[src/rtl/vld_delay_line.sv]
// ---------------------------------------------------------------------------
// vld_delay_line
//   Fixed-depth shift register with asynchronous reset to zero. Carries the
//   packed {vld, mode, ref} entry of each sample alongside the core under
//   check. Advances every cycle; no stall.
// Ports
//   clk    in   rising-edge clock
//   rst_n  in   asynchronous active-low reset, clears every stage
//   din    in   W   entry captured into stage 0
//   dout   out  W   stage DEPTH-1
// ---------------------------------------------------------------------------
module vld_delay_line #(
   parameter int W     = 34,
   parameter int DEPTH = 13
)(
   input  logic         clk,
   input  logic         rst_n,
   input  logic [W-1:0] din,
   output logic [W-1:0] dout
);

   logic [W-1:0] stage [DEPTH];

   always_ff @(posedge clk or negedge rst_n) begin
      if (!rst_n) begin
         for (int i = 0; i < DEPTH; i++) stage[i] <= '0;
      end else begin
         stage[0] <= din;
         for (int i = 1; i < DEPTH; i++) stage[i] <= stage[i-1];
      end
   end

   assign dout = stage[DEPTH-1];

endmodule

[config.mk]
export PLATFORM = sky130hd
export DESIGN_NAME = vld_delay_line
export DESIGN_NICKNAME = d
export VERILOG_FILES = /design/src/rtl/vld_delay_line.sv
export SDC_FILE = /design/constraint.sdc
export NUM_CORES = 1
export LEC_CHECK = 0
export CAP_MARGIN = 20
export CORE_ASPECT_RATIO = 0.9
export CORE_UTILIZATION = 50
export CTS_CLUSTER_DIAMETER = 50
export DETAILED_ROUTE_END_ITERATION = 8
export GPL_ROUTABILITY_DRIVEN = 0
export PLACE_DENSITY = 0.69
export SLEW_MARGIN = 20
export SYNTH_ARGS = -nofsm -noshare
export SYNTH_HDL_FRONTEND = slang
export SYNTH_SLANG_ARGS = --single-unit
[constraint.sdc]
create_clock -name clk -period 0.8 [get_ports clk]
set_clock_uncertainty 0.15 [all_clocks]
set_input_delay 0.2 -clock clk [delete_from_list [all_inputs] [get_ports clk]]
set_output_delay 0.2 -clock clk [all_outputs]
set_load 0.05 [all_outputs]
; After elaboration in Yosys (flattened, before gate mapping)
; Index checks and enable logic that the tools add are counted.
[totals]
reg_bits = 442
input_bits = 36
output_inout_bits = 34
wordCells = 13

; Logic depth before layout (Yosys ltp)
; Gate-level depths: netlist of run 1.
[depth]
word_depth = 0
mapped_depth = 1
mapped_depth_nobuf = 0

; Least setup slack after synthesis of run 1
; No wires, ideal clock.
[synth_path]
path_type = reg2out
from = register stage, in the netlist dout[0]
to = output port dout[0]
arrival_ns = 0.515
t_required_ns = 0.450
path_slack_ns = -0.065
stages_incl_launch_ff = 2
path_buffers = 1
path_cell_list = dfrtp_1 > buf_4
[synth_rtl]
columns = element, line_no
row1 = from (decl), 22  ; logic [W-1:0] stage [DEPTH];
row2 = to (decl), 19  ; output logic [W-1:0] dout
; No word-level cell between the ends.

; Worst setup path in the final report of run 1
[layout_path]
from = register stage, in the netlist dout[15]
to = output port dout[15]
; No word-level cell between the ends.

==> results of run 1 <==
-- power groups by stage --
stage	sequential (mW)	clock (mW)	combinational, mW
3_3_place_gp	24.2	0	1.35
4_1_cts	23.9	19.5	1.41
5_1_grt	24.0	20.5	1.49
3_5_place_dp	24.3	0	1.39
2_1_floorplan	24.1	0	0.512
6_report	23.9	18.8	1.36
-- through the flow --
step / hold slack (ns) / cells / TNS (ns) / setup slack [ns]
2_1_floorplan: -0.246 / 476 / -1.57 / -0.0461
3_3_place_gp: -0.0914 / 818 / -5.00 / -0.0841
3_5_place_dp: -0.0865 / 818 / -5.40 / -0.109
4_1_cts: -0.633 / 892 / -22.02 / -0.657
5_1_grt: -0.630 / 892 / -22.35 / -0.672
6_report: -0.613 / 892 / -20.87 / -0.621
-- sequential cells by signal, indices dropped and copies added (netlist names) --
name,cells
dout,34
stage,408
-- metal layers --
layer	part of all wire	up-vias	GRT usage	routed length, um
li1	-	1629	-	-
met1	0.40	1974	0.163	5320
met2	0.53	91	0.215	7020
met3	0.053	25	0.0342	704
met4	0.020	0	0.0536	267
met5	0	-	0	0
-- worst min-delay path by stage --
stage / end / cells after the start / start / slack, ns
after CTS: stage[431] / 1 / rst_n / -0.63
final: stage[431] / 1 / rst_n / -0.61
after global placement: stage[431] / 1 / rst_n / -0.09
after detailed placement: stage[431] / 1 / rst_n / -0.09
after global routing: stage[431] / 1 / rst_n / -0.63
after floorplan: dout[0] / 0 / rst_n / -0.25
-- timing repair --
action	CTS	global route
hold endpoints to repair	476	476
setup buffers	0	0
cloned	0	0
endpoints found under the setup margin	34	34
-- cell type report --
class	instances	area (sq um)
Fill cell	1358	7890
Sequential cell	442	11100
Timing Repair Buffer	85	1230
Clock inverter	21	233
Clock buffer	53	1110
Tap cell	291	364
-- layout by cell type (no fill, tap or decap) --
cell,count
clkbuf_1,8
buf_12,40
bufinv_16,4
inv_6,2
clkinvlp_4,5
clkinv_4,2
clkbuf_8,4
dfrtp_1,442
buf_4,10
clkdlybuf4s50_1,34
clkbuf_16,41
clkinv_2,8
buf_8,1
-- cell families (layout without fill, tap and decap cells) --
| kind of cell | count (synthesis) | after routing | synth area share |
|---|---|---|---|
| DFF | 442 | 442 | 0.977 |
| buffers and inverters | 34 | 159 | 0.0226 |
==> flow_summary.json, run 1 <==
{
  "max_slew_margin": 0.800,
  "start_kind": "register",
  "worst_path_dominant_cell_family": "flip-flops",
  "p_comb_frac": 0.031,
  "powerDensity_nw_per_um2": 3150,
  "setup_slack_ns": -0.621,
  "synth_edf_count": 0,
  "p_int_mw": 35.2,
  "hold_path.class": "input pin to async pin",
  "h-tree-depth": 2,
  "cts.sinks": 442,
  "cp.arrival_ns": 1.07,
  "p_clk_frac": 0.428,
  "multi_input_gates": 0,
  "maxCapViolCount": 0,
  "synth-seq-cells": 442,
  "clock_latency_ns": 0.52,
  "cp_max_fo": 1,
  "dr.pass1.iters": 3,
  "syn_area_sq_um": 11300,
  "synth.area.top_cells": "dfrtp_1, buf_4",
  "tritoncts": "yes",
  "slowest_delay_ns": 0.40,
  "reg2regPathDepth": 0,
  "rsz0062_at_grt": "yes",
  "crit_start": "dout[15]",
  "yosysSeqAreaShare": 0.977,
  "fin_util": 0.640,
  "hold-worst-slack_ns": -0.613,
  "postSynthAreaPerCell_sq_um": 23.8,
  "multi_input_area_sq_um": 0,
  "cp_data_required_time_ns": 0.45,
  "tightestPinTransition_ns": 0.301,
  "power.leakage_nw": 6.36,
  "drcViolationCount": 0,
  "synthArstFlopShare": 1.00,
  "status": "complete, but fails checks",
  "power_mw": 44.1,
  "p_switching_mw": 8.86,
  "antenna_cells_inserted": 0,
  "dieHeight_um": 145,
  "cts_made_buffers": 40,
  "drv_slew": 0,
  "critPathSlowestCell": "dfrtp_1",
  "path_buf_inv": 1,
  "syn_to_final_growth_pct": 23.7,
  "gr-usage-all-layers": 0.129,
  "endpoint_kind": "primary output",
  "r2r_end": "stage[104]",
  "core_area_sq_um": 21900,
  "timing_hold_violations_final": 473,
  "yosysTopAreaCellShare": 0.977,
  "grt_pass1_vias": 4351,
  "pin_count": 70,
  "ant_nets": 0,
  "period_needed_ns": 1.42,
  "path_cells": "buf_12",
  "overflow": 0,
  "clkTransAtPathRegs_ns": 0.06,
  "r2r_setup_slack_ns": 0.14,
  "ys.flop_type": "dfrtp_1",
  "synth_top_area_cell": "dfrtp_1",
  "yosysMostFrequentCell": "dfrtp_1",
  "die_w_um": 161,
  "grt_max_degree": 61,
  "fin_nets": 605,
  "wl_per_cell_um": 14.9,
  "drive_above_1_share": 0.195,
  "cts-root-buf": "clkbuf_16",
  "yosys-top-cells-count": "dfrtp_1, buf_4",
  "setup_viol": 34,
  "r2r_start": "stage[138]",
  "viasPerCell": 4.17,
  "yosysWarnings": 0,
  "syn_inst": 476,
  "min_period_over_period": 1.78,
  "cp.depth": 1,
  "antenna_found_initial": 0,
  "irDropWorstVdd_v": 0.00129,
  "finalInstanceArea_sq_um": 14000,
  "fmax_ghz": 0.704,
  "routed_wl_um": 13300,
  "drt_iter0_drc": 148,
  "start_util": 0.517,
  "swShare": 0.201,
  "num_vias": 3719,
  "ys_types": 2,
  "synth_nets": 512,
  "cts-resized-gates": 0,
  "seqPwrFrac": 0.541,
  "critical_path_class": "register to primary output",
  "numPortBuffers": 69,
  "violations": "hold timing, setup timing",
  "clock_path_buffers": 3,
  "dieArea_sq_um": 23200,
  "cp-endpoint": "dout[15]",
  "row_count": 51,
  "grt_pass1_wl_um": 22700,
  "place_area_sq_um": 12700
}
No activity file was read; power rests on OpenSTA's default activity.
==> run 2, diff against run 1 <==
--- a/config.mk
+++ b/config.mk
@@ -10,8 +10,9 @@
 export CORE_UTILIZATION = 50
 export CTS_CLUSTER_DIAMETER = 50
 export DETAILED_ROUTE_END_ITERATION = 8
+export DONT_BUFFER_PORTS = 1
 export GPL_ROUTABILITY_DRIVEN = 0
-export PLACE_DENSITY = 0.69
+export SKIP_CTS_REPAIR_TIMING = 1
 export SLEW_MARGIN = 20
 export SYNTH_ARGS = -nofsm -noshare
 export SYNTH_HDL_FRONTEND = slang
==> run 2 against run 1 <==
  * The run still ends with hold timing, setup timing left
  * Critical path depth unchanged
  * Fmax down 0.97%
  * First-iteration DRC count up 32%
  * Sequential share of layout area up 0.70 points
  * Non-clock buffer count down 17
  * Power up 1.1%
  * Setup slack worse by 0.014 ns
  * Design area down 0.88%
  * Wire length down 2.1%
  * Die area unchanged
  * Largest power group unchanged
  * Highest routed layer unchanged
==> flow_summary.json, run 2 (synthesized netlist as in run 1, its figures left out) <==
{
  "irDropWorstVdd_v": 0.00139,
  "grt_pass1_vias": 4126,
  "multi_input_gates": 0,
  "tritoncts": "yes",
  "dp_hpwl_um": 4730,
  "r2r_end": "stage[143]",
  "viasPerCell": 4.22,
  "core_area_sq_um": 21900,
  "cp.arrival_ns": 1.08,
  "slowest_delay_ns": 0.41,
  "worst_path_dominant_cell_family": "flip-flops",
  "dr.pass1.iters": 4,
  "final_common_cell": "dfrtp_1",
  "routed_wl_um": 13000,
  "start_util": 0.517,
  "grt_pass1_wl_um": 22100,
  "dieHeight_um": 145,
  "fin_tns_setup_ns": -20.94,
  "pin_count": 70,
  "critical_path_class": "register to primary output",
  "critPathSlowestCell": "dfrtp_1",
  "grt_max_degree": 443,
  "cp.depth": 1,
  "tightestPinTransition_ns": 0.714,
  "drive_above_1_share": 0.173,
  "r2r_start": "stage[177]",
  "gr-usage-all-layers": 0.126,
  "hold-worst-slack_ns": -0.764,
  "antenna_cells_inserted": 0,
  "p_comb_frac": 0.018,
  "clock_latency_ns": 0.53,
  "dieArea_sq_um": 23200,
  "largest_reg_flops": 408,
  "drt_iter0_drc": 195,
  "endpoint_kind": "primary output",
  "p_int_mw": 36.0,
  "drcViolationCount": 0,
  "num_vias": 3693,
  "cts_made_buffers": 41,
  "fin_nets": 589,
  "min_period_over_period": 1.79,
  "top_register": "stage",
  "start_kind": "register",
  "maxCapViolCount": 0,
  "multi_input_area_sq_um": 0,
  "rsz0062_at_grt": "yes",
  "antenna_found_initial": 0,
  "power.leakage_nw": 6.32,
  "timing_hold_violations_final": 442,
  "powerDensity_nw_per_um2": 3210,
  "cp_data_required_time_ns": 0.45,
  "swShare": 0.191,
  "seqPwrFrac": 0.536,
  "h-tree-depth": 2,
  "setup_viol": 34,
  "period_needed_ns": 1.43,
  "seq_area_sq_um": 11100,
  "fmax_ghz": 0.697,
  "row_count": 51,
  "status": "complete, but fails checks",
  "fillCellCount": 1381,
  "hold_path.class": "input pin to async pin",
  "wl_per_cell_um": 14.9,
  "ant_nets": 0,
  "die_w_um": 161,
  "p_switching_mw": 8.51,
  "p_clk_frac": 0.446,
  "cp_max_fo": 1,
  "final_cell_mix": "dfrtp_1, clkbuf_16, dlygate4sd3_1, buf_12, clkbuf_8",
  "numPortBuffers": 0,
  "max_slew_margin": 0.524,
  "cts.sinks": 442,
  "r2r_setup_slack_ns": 0.09,
  "path_cells": "buf_12",
  "overflow": 0,
  "cts-root-buf": "clkbuf_16",
  "clock_path_buffers": 3,
  "drv_slew": 0,
  "path_buf_inv": 1,
  "power_mw": 44.5,
  "setup_slack_ns": -0.635,
  "reg2regPathDepth": 0,
  "clkTransAtPathRegs_ns": 0.06,
  "syn_to_final_growth_pct": 22.6,
  "violations": "hold timing, setup timing"
}
-- run 2: changes by cell type in the layout (fill, tap and decap cells not counted), moves of 2 or more --
cell / before / now
clkbuf_16: 41 / 43
buf_12: 40 / 34
clkdlybuf4s50_1: 34 / 0
buf_4: 10 / 0
clkinv_2: 8 / 4
dlygate4sd3_1: 0 / 34
clkbuf_8: 4 / 14
clkinvlp_4: 5 / 0
-- run 2: power groups by stage --
| stage | registers (mW) | logic, mW | clock network, mW |
|---|---|---|---|
| 2_1_floorplan | 24.1 | 0.512 | 0 |
| 6_report | 23.9 | 0.812 | 19.9 |
| 5_1_grt | 24.0 | 0.835 | 21.5 |
| 4_1_cts | 23.9 | 0.691 | 20.5 |
| 3_3_place_gp | 24.2 | 0.694 | 0 |
| 3_5_place_dp | 24.2 | 0.691 | 0 |
-- run 2: worst max-delay path by stage --
stage / startpoint / end / slack, ns
detailed placement: dout[4] / dout[4] / -0.09
global placement: dout[9] / dout[9] / -0.08
floorplan: dout[0] / dout[0] / -0.05
finish: dout[20] / dout[20] / -0.63
global route: dout[20] / dout[20] / -0.68
CTS: dout[20] / dout[20] / -0.66
-- run 2: stage by stage --
stage | cells | worst slack [ns] | util | instance area [sq um]
3_5_place_dp | 767 | -0.0947 | 0.553 | 12100
5_1_grt | 875 | -0.676 | 0.634 | 13900
6_report | 875 | -0.635 | 0.634 | 13900
4_1_cts | 841 | -0.665 | 0.618 | 13500
2_1_floorplan | 476 | -0.0461 | - | 11400
3_3_place_gp | 767 | -0.0763 | 0.553 | 12100
-- run 2: cell type report --
class                 count  area share
Clock buffer             64      0.0933
Clock inverter           10     0.00983
Sequential cell         442       0.797
Tap cell                291      0.0262
Timing Repair Buffer     68      0.0736
-- run 2: metal layers --
metal / share of wire / vias up / track usage
met5: 0 / - / 0
met2: 0.44 / 104 / 0.170
met3: 0.068 / 35 / 0.0442
li1: - / 1594 / -
met4: 0.029 / 0 / 0.0612
met1: 0.46 / 1960 / 0.183
